`config.mk`:
```
export PLATFORM = sky130hd
export DESIGN_NAME = load_store_unit_flat
export DESIGN_NICKNAME = d
export VERILOG_FILES = /design/src/rtl/load_store_unit_if.sv /design/src/rtl/load_store_unit.sv /design/src/flat_wrapper.sv
export SDC_FILE = /design/constraint.sdc
export NUM_CORES = 1
export LEC_CHECK = 0
export CORE_MARGIN = 2
export CORE_UTILIZATION = 40
export CTS_CLUSTER_DIAMETER = 150
export CTS_CLUSTER_SIZE = 25
export DETAILED_ROUTE_END_ITERATION = 8
export DONT_BUFFER_PORTS = 1
export GPL_TIMING_DRIVEN = 0
export PLACE_DENSITY = 0.56
export SLEW_MARGIN = 20
export SYNTH_ARGS = -nofsm -noshare
export SYNTH_HDL_FRONTEND = slang
export SYNTH_SLANG_ARGS = --single-unit
```
`constraint.sdc`:
```
create_clock -name CLK -period 3.2 [get_ports CLK]
set_input_delay 0.96 -clock CLK [delete_from_list [all_inputs] [get_ports CLK]]
set_output_delay 0.96 -clock CLK [all_outputs]
set_load 0.01 [all_outputs]
```
`src/rtl/load_store_unit_if.sv`:
```
// Bundles the pipeline request/response handshake and the data-memory bus of the load/store unit.
// slave is the LSU side, master is the pipeline-plus-memory side.
interface load_store_unit_if;
  logic        REQ_VALID;
  logic        REQ_READY;
  logic        REQ_WE;
  logic        REQ_BYTE;
  logic        REQ_SIGNED;
  logic [31:0] REQ_ADDR;
  logic [31:0] REQ_WDATA;
  logic        RSP_VALID;
  logic        RSP_READY;
  logic [31:0] RSP_DATA;
  logic        RSP_ERR;
  logic [31:0] A;
  logic [31:0] WD;
  logic        MemWrite;
  logic        ByteORword;
  logic        ByteORwordS;
  logic [31:0] RD;

  modport slave (
    input  REQ_VALID, REQ_WE, REQ_BYTE, REQ_SIGNED, REQ_ADDR, REQ_WDATA, RSP_READY, RD,
    output REQ_READY, RSP_VALID, RSP_DATA, RSP_ERR, A, WD, MemWrite, ByteORword, ByteORwordS
  );

  modport master (
    output REQ_VALID, REQ_WE, REQ_BYTE, REQ_SIGNED, REQ_ADDR, REQ_WDATA, RSP_READY, RD,
    input  REQ_READY, RSP_VALID, RSP_DATA, RSP_ERR, A, WD, MemWrite, ByteORword, ByteORwordS
  );
endinterface

```
`src/rtl/load_store_unit.sv`:
```
// Single-outstanding load/store unit between pipeline and data memory, RD_LAT-cycle reads.
// Optional misaligned-word trap: define LSU_MISALIGN_TRAP_EN.
module load_store_unit #(
  parameter int unsigned RD_LAT = 1
) (
  input  logic              CLK,
  input  logic              RST_N,
  input  logic              EN,
  load_store_unit_if.slave  bus
);

  // state  | meaning
  // IDLE   | ready for a request (when EN=1)
  // ACCESS | address/data on the memory bus, write strobe for stores
  // WAIT   | load read latency, counted down in cnt_q
  // RESP   | response held until RSP_READY
  typedef enum logic [1:0] {IDLE, ACCESS, WAIT, RESP} state_e;

`ifdef LSU_MISALIGN_TRAP_EN
  localparam bit TRAP_EN = 1'b1;
`else
  localparam bit TRAP_EN = 1'b0;
`endif

  localparam logic [2:0] LAT_M1 = 3'(RD_LAT - 1);

  state_e      state_q;
  logic [31:0] addr_q;
  logic [31:0] wdata_q;
  logic [31:0] rdata_q;
  logic [31:0] rdata_d;
  logic        we_q;
  logic        byte_q;
  logic        signed_q;
  logic        err_q;
  logic [2:0]  cnt_q;
  logic        misalign;
  logic        bus_active;
  logic        in_resp;

  assign misalign = TRAP_EN & ~bus.REQ_BYTE & (bus.REQ_ADDR[1:0] != 2'b00);

  always_comb begin
    rdata_d = bus.RD;
    if (byte_q) begin
      rdata_d = {{24{signed_q & bus.RD[7]}}, bus.RD[7:0]};
    end
  end

  always_ff @(posedge CLK or negedge RST_N) begin
    if (!RST_N) begin
      state_q  <= IDLE;
      addr_q   <= '0;
      wdata_q  <= '0;
      rdata_q  <= '0;
      we_q     <= 1'b0;
      byte_q   <= 1'b0;
      signed_q <= 1'b0;
      err_q    <= 1'b0;
      cnt_q    <= '0;
    end else if (EN) begin
      case (state_q)
        IDLE: begin
          if (bus.REQ_VALID) begin
            addr_q   <= bus.REQ_ADDR;
            wdata_q  <= bus.REQ_WDATA;
            we_q     <= bus.REQ_WE;
            byte_q   <= bus.REQ_BYTE;
            signed_q <= bus.REQ_SIGNED;
            err_q    <= misalign;
            rdata_q  <= '0;
            cnt_q    <= LAT_M1;
            state_q  <= misalign ? RESP : ACCESS;
          end
        end
        ACCESS: state_q <= we_q ? RESP : WAIT;
        WAIT: begin
          if (cnt_q == 3'd0) begin
            rdata_q <= rdata_d;
            state_q <= RESP;
          end else begin
            cnt_q <= cnt_q - 3'd1;
          end
        end
        RESP: begin
          if (bus.RSP_READY) state_q <= IDLE;
        end
        default: state_q <= IDLE;
      endcase
    end
  end

  assign bus_active = (state_q == ACCESS) || (state_q == WAIT);
  assign in_resp    = (state_q == RESP);

  // RST_N gates ready so it reads 0 while reset is held even with EN high
  assign bus.REQ_READY   = RST_N & EN & (state_q == IDLE);
  assign bus.A           = bus_active ? {addr_q[31:2], byte_q ? addr_q[1:0] : 2'b00} : '0;
  assign bus.WD          = bus_active ? wdata_q : '0;
  assign bus.MemWrite    = EN & (state_q == ACCESS) & we_q;
  assign bus.ByteORword  = bus_active & byte_q & ~we_q;
  assign bus.ByteORwordS = bus_active & byte_q & we_q;
  assign bus.RSP_VALID   = in_resp;
  assign bus.RSP_DATA    = in_resp ? rdata_q : '0;
  assign bus.RSP_ERR     = TRAP_EN & in_resp & err_q;

endmodule

```
`src/flat_wrapper.sv`:
```
// flat-port wrapper written by rule: the top's interface ports become plain ports
module load_store_unit_flat 
#(
  parameter int unsigned RD_LAT = 1
)
  (CLK, RST_N, EN, bus_REQ_VALID, bus_REQ_WE, bus_REQ_BYTE, bus_REQ_SIGNED, bus_REQ_ADDR, bus_REQ_WDATA, bus_RSP_READY, bus_RD, bus_REQ_READY, bus_RSP_VALID, bus_RSP_DATA, bus_RSP_ERR, bus_A, bus_WD, bus_MemWrite, bus_ByteORword, bus_ByteORwordS);
  load_store_unit_if bus_i ();
  input  logic CLK;
  input  logic RST_N;
  input  logic EN;
  input wire logic [$bits(bus_i.REQ_VALID)-1:0] bus_REQ_VALID;
  input wire logic [$bits(bus_i.REQ_WE)-1:0] bus_REQ_WE;
  input wire logic [$bits(bus_i.REQ_BYTE)-1:0] bus_REQ_BYTE;
  input wire logic [$bits(bus_i.REQ_SIGNED)-1:0] bus_REQ_SIGNED;
  input wire logic [$bits(bus_i.REQ_ADDR)-1:0] bus_REQ_ADDR;
  input wire logic [$bits(bus_i.REQ_WDATA)-1:0] bus_REQ_WDATA;
  input wire logic [$bits(bus_i.RSP_READY)-1:0] bus_RSP_READY;
  input wire logic [$bits(bus_i.RD)-1:0] bus_RD;
  output wire logic [$bits(bus_i.REQ_READY)-1:0] bus_REQ_READY;
  output wire logic [$bits(bus_i.RSP_VALID)-1:0] bus_RSP_VALID;
  output wire logic [$bits(bus_i.RSP_DATA)-1:0] bus_RSP_DATA;
  output wire logic [$bits(bus_i.RSP_ERR)-1:0] bus_RSP_ERR;
  output wire logic [$bits(bus_i.A)-1:0] bus_A;
  output wire logic [$bits(bus_i.WD)-1:0] bus_WD;
  output wire logic [$bits(bus_i.MemWrite)-1:0] bus_MemWrite;
  output wire logic [$bits(bus_i.ByteORword)-1:0] bus_ByteORword;
  output wire logic [$bits(bus_i.ByteORwordS)-1:0] bus_ByteORwordS;
  assign bus_i.REQ_VALID = bus_REQ_VALID;
  assign bus_i.REQ_WE = bus_REQ_WE;
  assign bus_i.REQ_BYTE = bus_REQ_BYTE;
  assign bus_i.REQ_SIGNED = bus_REQ_SIGNED;
  assign bus_i.REQ_ADDR = bus_REQ_ADDR;
  assign bus_i.REQ_WDATA = bus_REQ_WDATA;
  assign bus_i.RSP_READY = bus_RSP_READY;
  assign bus_i.RD = bus_RD;
  assign bus_REQ_READY = bus_i.REQ_READY;
  assign bus_RSP_VALID = bus_i.RSP_VALID;
  assign bus_RSP_DATA = bus_i.RSP_DATA;
  assign bus_RSP_ERR = bus_i.RSP_ERR;
  assign bus_A = bus_i.A;
  assign bus_WD = bus_i.WD;
  assign bus_MemWrite = bus_i.MemWrite;
  assign bus_ByteORword = bus_i.ByteORword;
  assign bus_ByteORwordS = bus_i.ByteORwordS;
  load_store_unit #(.RD_LAT(RD_LAT)) u_core (.CLK(CLK), .RST_N(RST_N), .EN(EN), .bus(bus_i));
endmodule
```
==> results.json <==
{
  "status": "completed",
  "syn_area_per_cell_um2": 11.61,
  "ff2ff_path_depth": 7,
  "clock-sinks": 104,
  "power_density_nw_per_um2": 1070,
  "p_sw_mw": 2.301,
  "nNetsFinal": 559,
  "antennaDiodeCount": 0,
  "final_cell_mix": "104 x dfrtp_1, 94 x and2_1, 43 x nand2_1, 38 x mux2_2, 30 x mux2_4",
  "n_fill_cell": 1206,
  "post-route-period-util_pct": 92.04,
  "drive_gt1_share_pct": 25.22,
  "wl_per_cell_um": 18.51,
  "htreeDepth": 3,
  "critPathMostFrequentCell": "clkbuf_2",
  "fin_worst_skew_ns": 0.004484,
  "ys_types": 29,
  "syn_nets": 548,
  "setup_viol": 0,
  "internal_power_mw": 3.691,
  "clkSlewWorstSetupHoldPaths_ns": 0.07,
  "grt_pass1_vias": 3234,
  "layout_commonest_cell": "dfrtp_1",
  "rr_startpoint": "u_core.state_q[1]",
  "clkPwrFrac_pct": 19.2,
  "antenna_found_initial": 1,
  "drt-initial-drc-count": 148,
  "root_buffer": "clkbuf_16",
  "p_comb_share_pct": 44.0,
  "post_cts_resized": 1,
  "hold_violations": 0,
  "reg2reg_to": "u_core.rdata_q[27]",
  "clock_latency_ns": 0.35,
  "path_buf_inv": 3,
  "crit_fanout": 10,
  "crit_family": "buffers and inverters",
  "netlist_area_um2": 5072,
  "worstSetupStartpoint": "u_core.state_q[1]",
  "clock_path_buffers": 2,
  "antenna_left": 0,
  "drc": 0,
  "grtUsageTotal_pct": 16.62,
  "start_util_pct": 40.52,
  "post-dp-hpwl_um": 8419,
  "cp_cell_sequence": "inv_1, ha_1, clkbuf_2, clkbuf_2, and2_1",
  "cp_data_arrival_time_ns": 1.99,
  "cp.depth": 5,
  "hold_path.class": "primary input to async pin",
  "slowest_stage": "dfrtp_1",
  "critPathKind": "flop to primary output",
  "seqPwrFrac_pct": 36.9,
  "rows": 41,
  "reg2reg_setup_slack_ns": 1.22,
  "cp-start-kind": "flop",
  "end_kind": "primary output",
  "rsz0062_at_grt": "false",
  "grt_pass1_wl_um": 16970,
  "synth_cells": 437,
  "drv_slew": 0,
  "vias_per_cell": 5.125,
  "power.switching_fraction_pct": 38.40,
  "port_buffers": 0,
  "overflow": 0,
  "die_area_um2": 13600,
  "ir_drop_mv": 0.4398,
  "ys.warnings.count": 0,
  "cts_tree": "done",
  "postCtsHoldBufs": 0,
  "holdWs_ns": 0.2989,
  "cts_setup_buffers": 0,
  "die_w_um": 116.6,
  "fp.dieH_um": 116.6,
  "p_leak_nw": 2.587,
  "tns_ns": 0,
  "coreArea_um2": 12520,
  "timing.final.crit_period_ns": 2.945,
  "dr.pass1.iters": 4,
  "timing.fmax_mhz": 339.5,
  "cp-endpoint": "bus_WD[27]",
  "io_pins": 206,
  "slowest_delay_ns": 0.43,
  "ys_seq_area_share_pct": 51.31,
  "ys_seq_elements": 104,
  "place_congestion": 0.7051,
  "grt_max_degree": 106,
  "worst_ep_required_time_ns": 2.24,
  "vias": 3198,
  "cts_buffers": 9,
  "wl_um": 11550,
  "area_growth_pct": 10.41,
  "maxCapViolCount": 0
}
routing by layer:
layer | up-vias | GRT usage [%] | share of wire [%]
met2 | 138 | 26.67 | 46
li1 | 1470 | - | -
met5 | - | 0 | 0.11
met4 | 2 | 7.843 | 2.1
met3 | 17 | 7.421 | 11
met1 | 1571 | 19.10 | 41
worst min-delay path by stage:
stage | from | slack (ns) | cells after the start | to
global route | RST_N | 0.28 | 0 | u_core.rdata_q[1]
global placement | u_core.rdata_q[28] | 0.45 | 2 | u_core.rdata_q[28]
floorplan | u_core.rdata_q[19] | 0.44 | 2 | u_core.rdata_q[19]
finish | RST_N | 0.30 | 0 | u_core.rdata_q[1]
detailed placement | u_core.rdata_q[25] | 0.46 | 2 | u_core.rdata_q[25]
CTS | RST_N | 0.28 | 0 | u_core.rdata_q[1]
metrics by stage:
stage          setup slack [ns]  instances  instance area, µm²  util (%)  total power, mW
5_1_grt                 0.05761        624                5600     44.74            6.434
2_1_floorplan            0.8483        437                5072         -            4.293
3_5_place_dp             0.2397        609                5288     42.24            4.899
3_3_place_gp             0.2778        609                5288     42.24            4.819
6_report                 0.2546        624                5600     44.74            5.992
4_1_cts                 0.02960        624                5597     44.71            6.079
logic make-up after synthesis:
kind of cell	after synthesis	synth area share, %
AOI/OAI and AO/OA	43	6.882
adders and majority gates	7	1.727
buffers and inverters	37	3.873
DFF	104	51.31
muxes	68	17.32
other	1	0.07393
and+or+nand+nor	177	18.82
area by class of cell:
type / count / area, µm² / share of cell area [%]
sequential: 104 / 2603 / 46.47
multi-input combinational: 296 / 2273 / 40.59
clock buffer: 13 / 270.3 / 4.826
tap: 172 / 215.2 / 3.843
buffer: 30 / 175.2 / 3.128
clock inverter: 2 / 37.54 / 0.6702
inverter: 7 / 26.28 / 0.4692
synthesized netlist by cell type (all sizes together):
cell | count | area, µm²
ha | 7 | 87.58
o21ai | 11 | 55.05
clkbuf | 16 | 60.06
or2 | 1 | 6.260
inv | 7 | 26.28
conb | 1 | 3.750
o2111ai | 1 | 8.760
a2111oi | 1 | 8.760
and2 | 94 | 588.1
buf | 14 | 110.1
mux2 | 68 | 878.3
nor2 | 26 | 97.59
nand2 | 43 | 161.4
dfrtp | 104 | 2603
o21bai | 1 | 7.510
o311ai | 3 | 26.28
a21oi | 1 | 5.000
and3 | 5 | 31.28
nand2b | 3 | 21.27
nand4b | 1 | 23.77
o31ai | 24 | 230.2
a21o | 1 | 7.510
nand3 | 4 | 25.02
power by group through the flow:
stage          sequential (mW)  clock, mW  combinational, mW
2_1_floorplan             2.11          0               2.18
3_3_place_gp              2.19          0               2.62
5_1_grt                   2.28       1.23               2.92
6_report                  2.21       1.15               2.63
4_1_cts                   2.21       1.18               2.69
3_5_place_dp              2.22          0               2.68
state kept, by name (all words and copies together), names as in the netlist:
register and cells:
u_core.addr_q 32, u_core.state_q 2, u_core.cnt_q 3, u_core.rdata_q 32, u_core.byte_q 1, u_core.signed_q 1, u_core.wdata_q 32, u_core.we_q 1
Power figures use the tool's default switching activity.
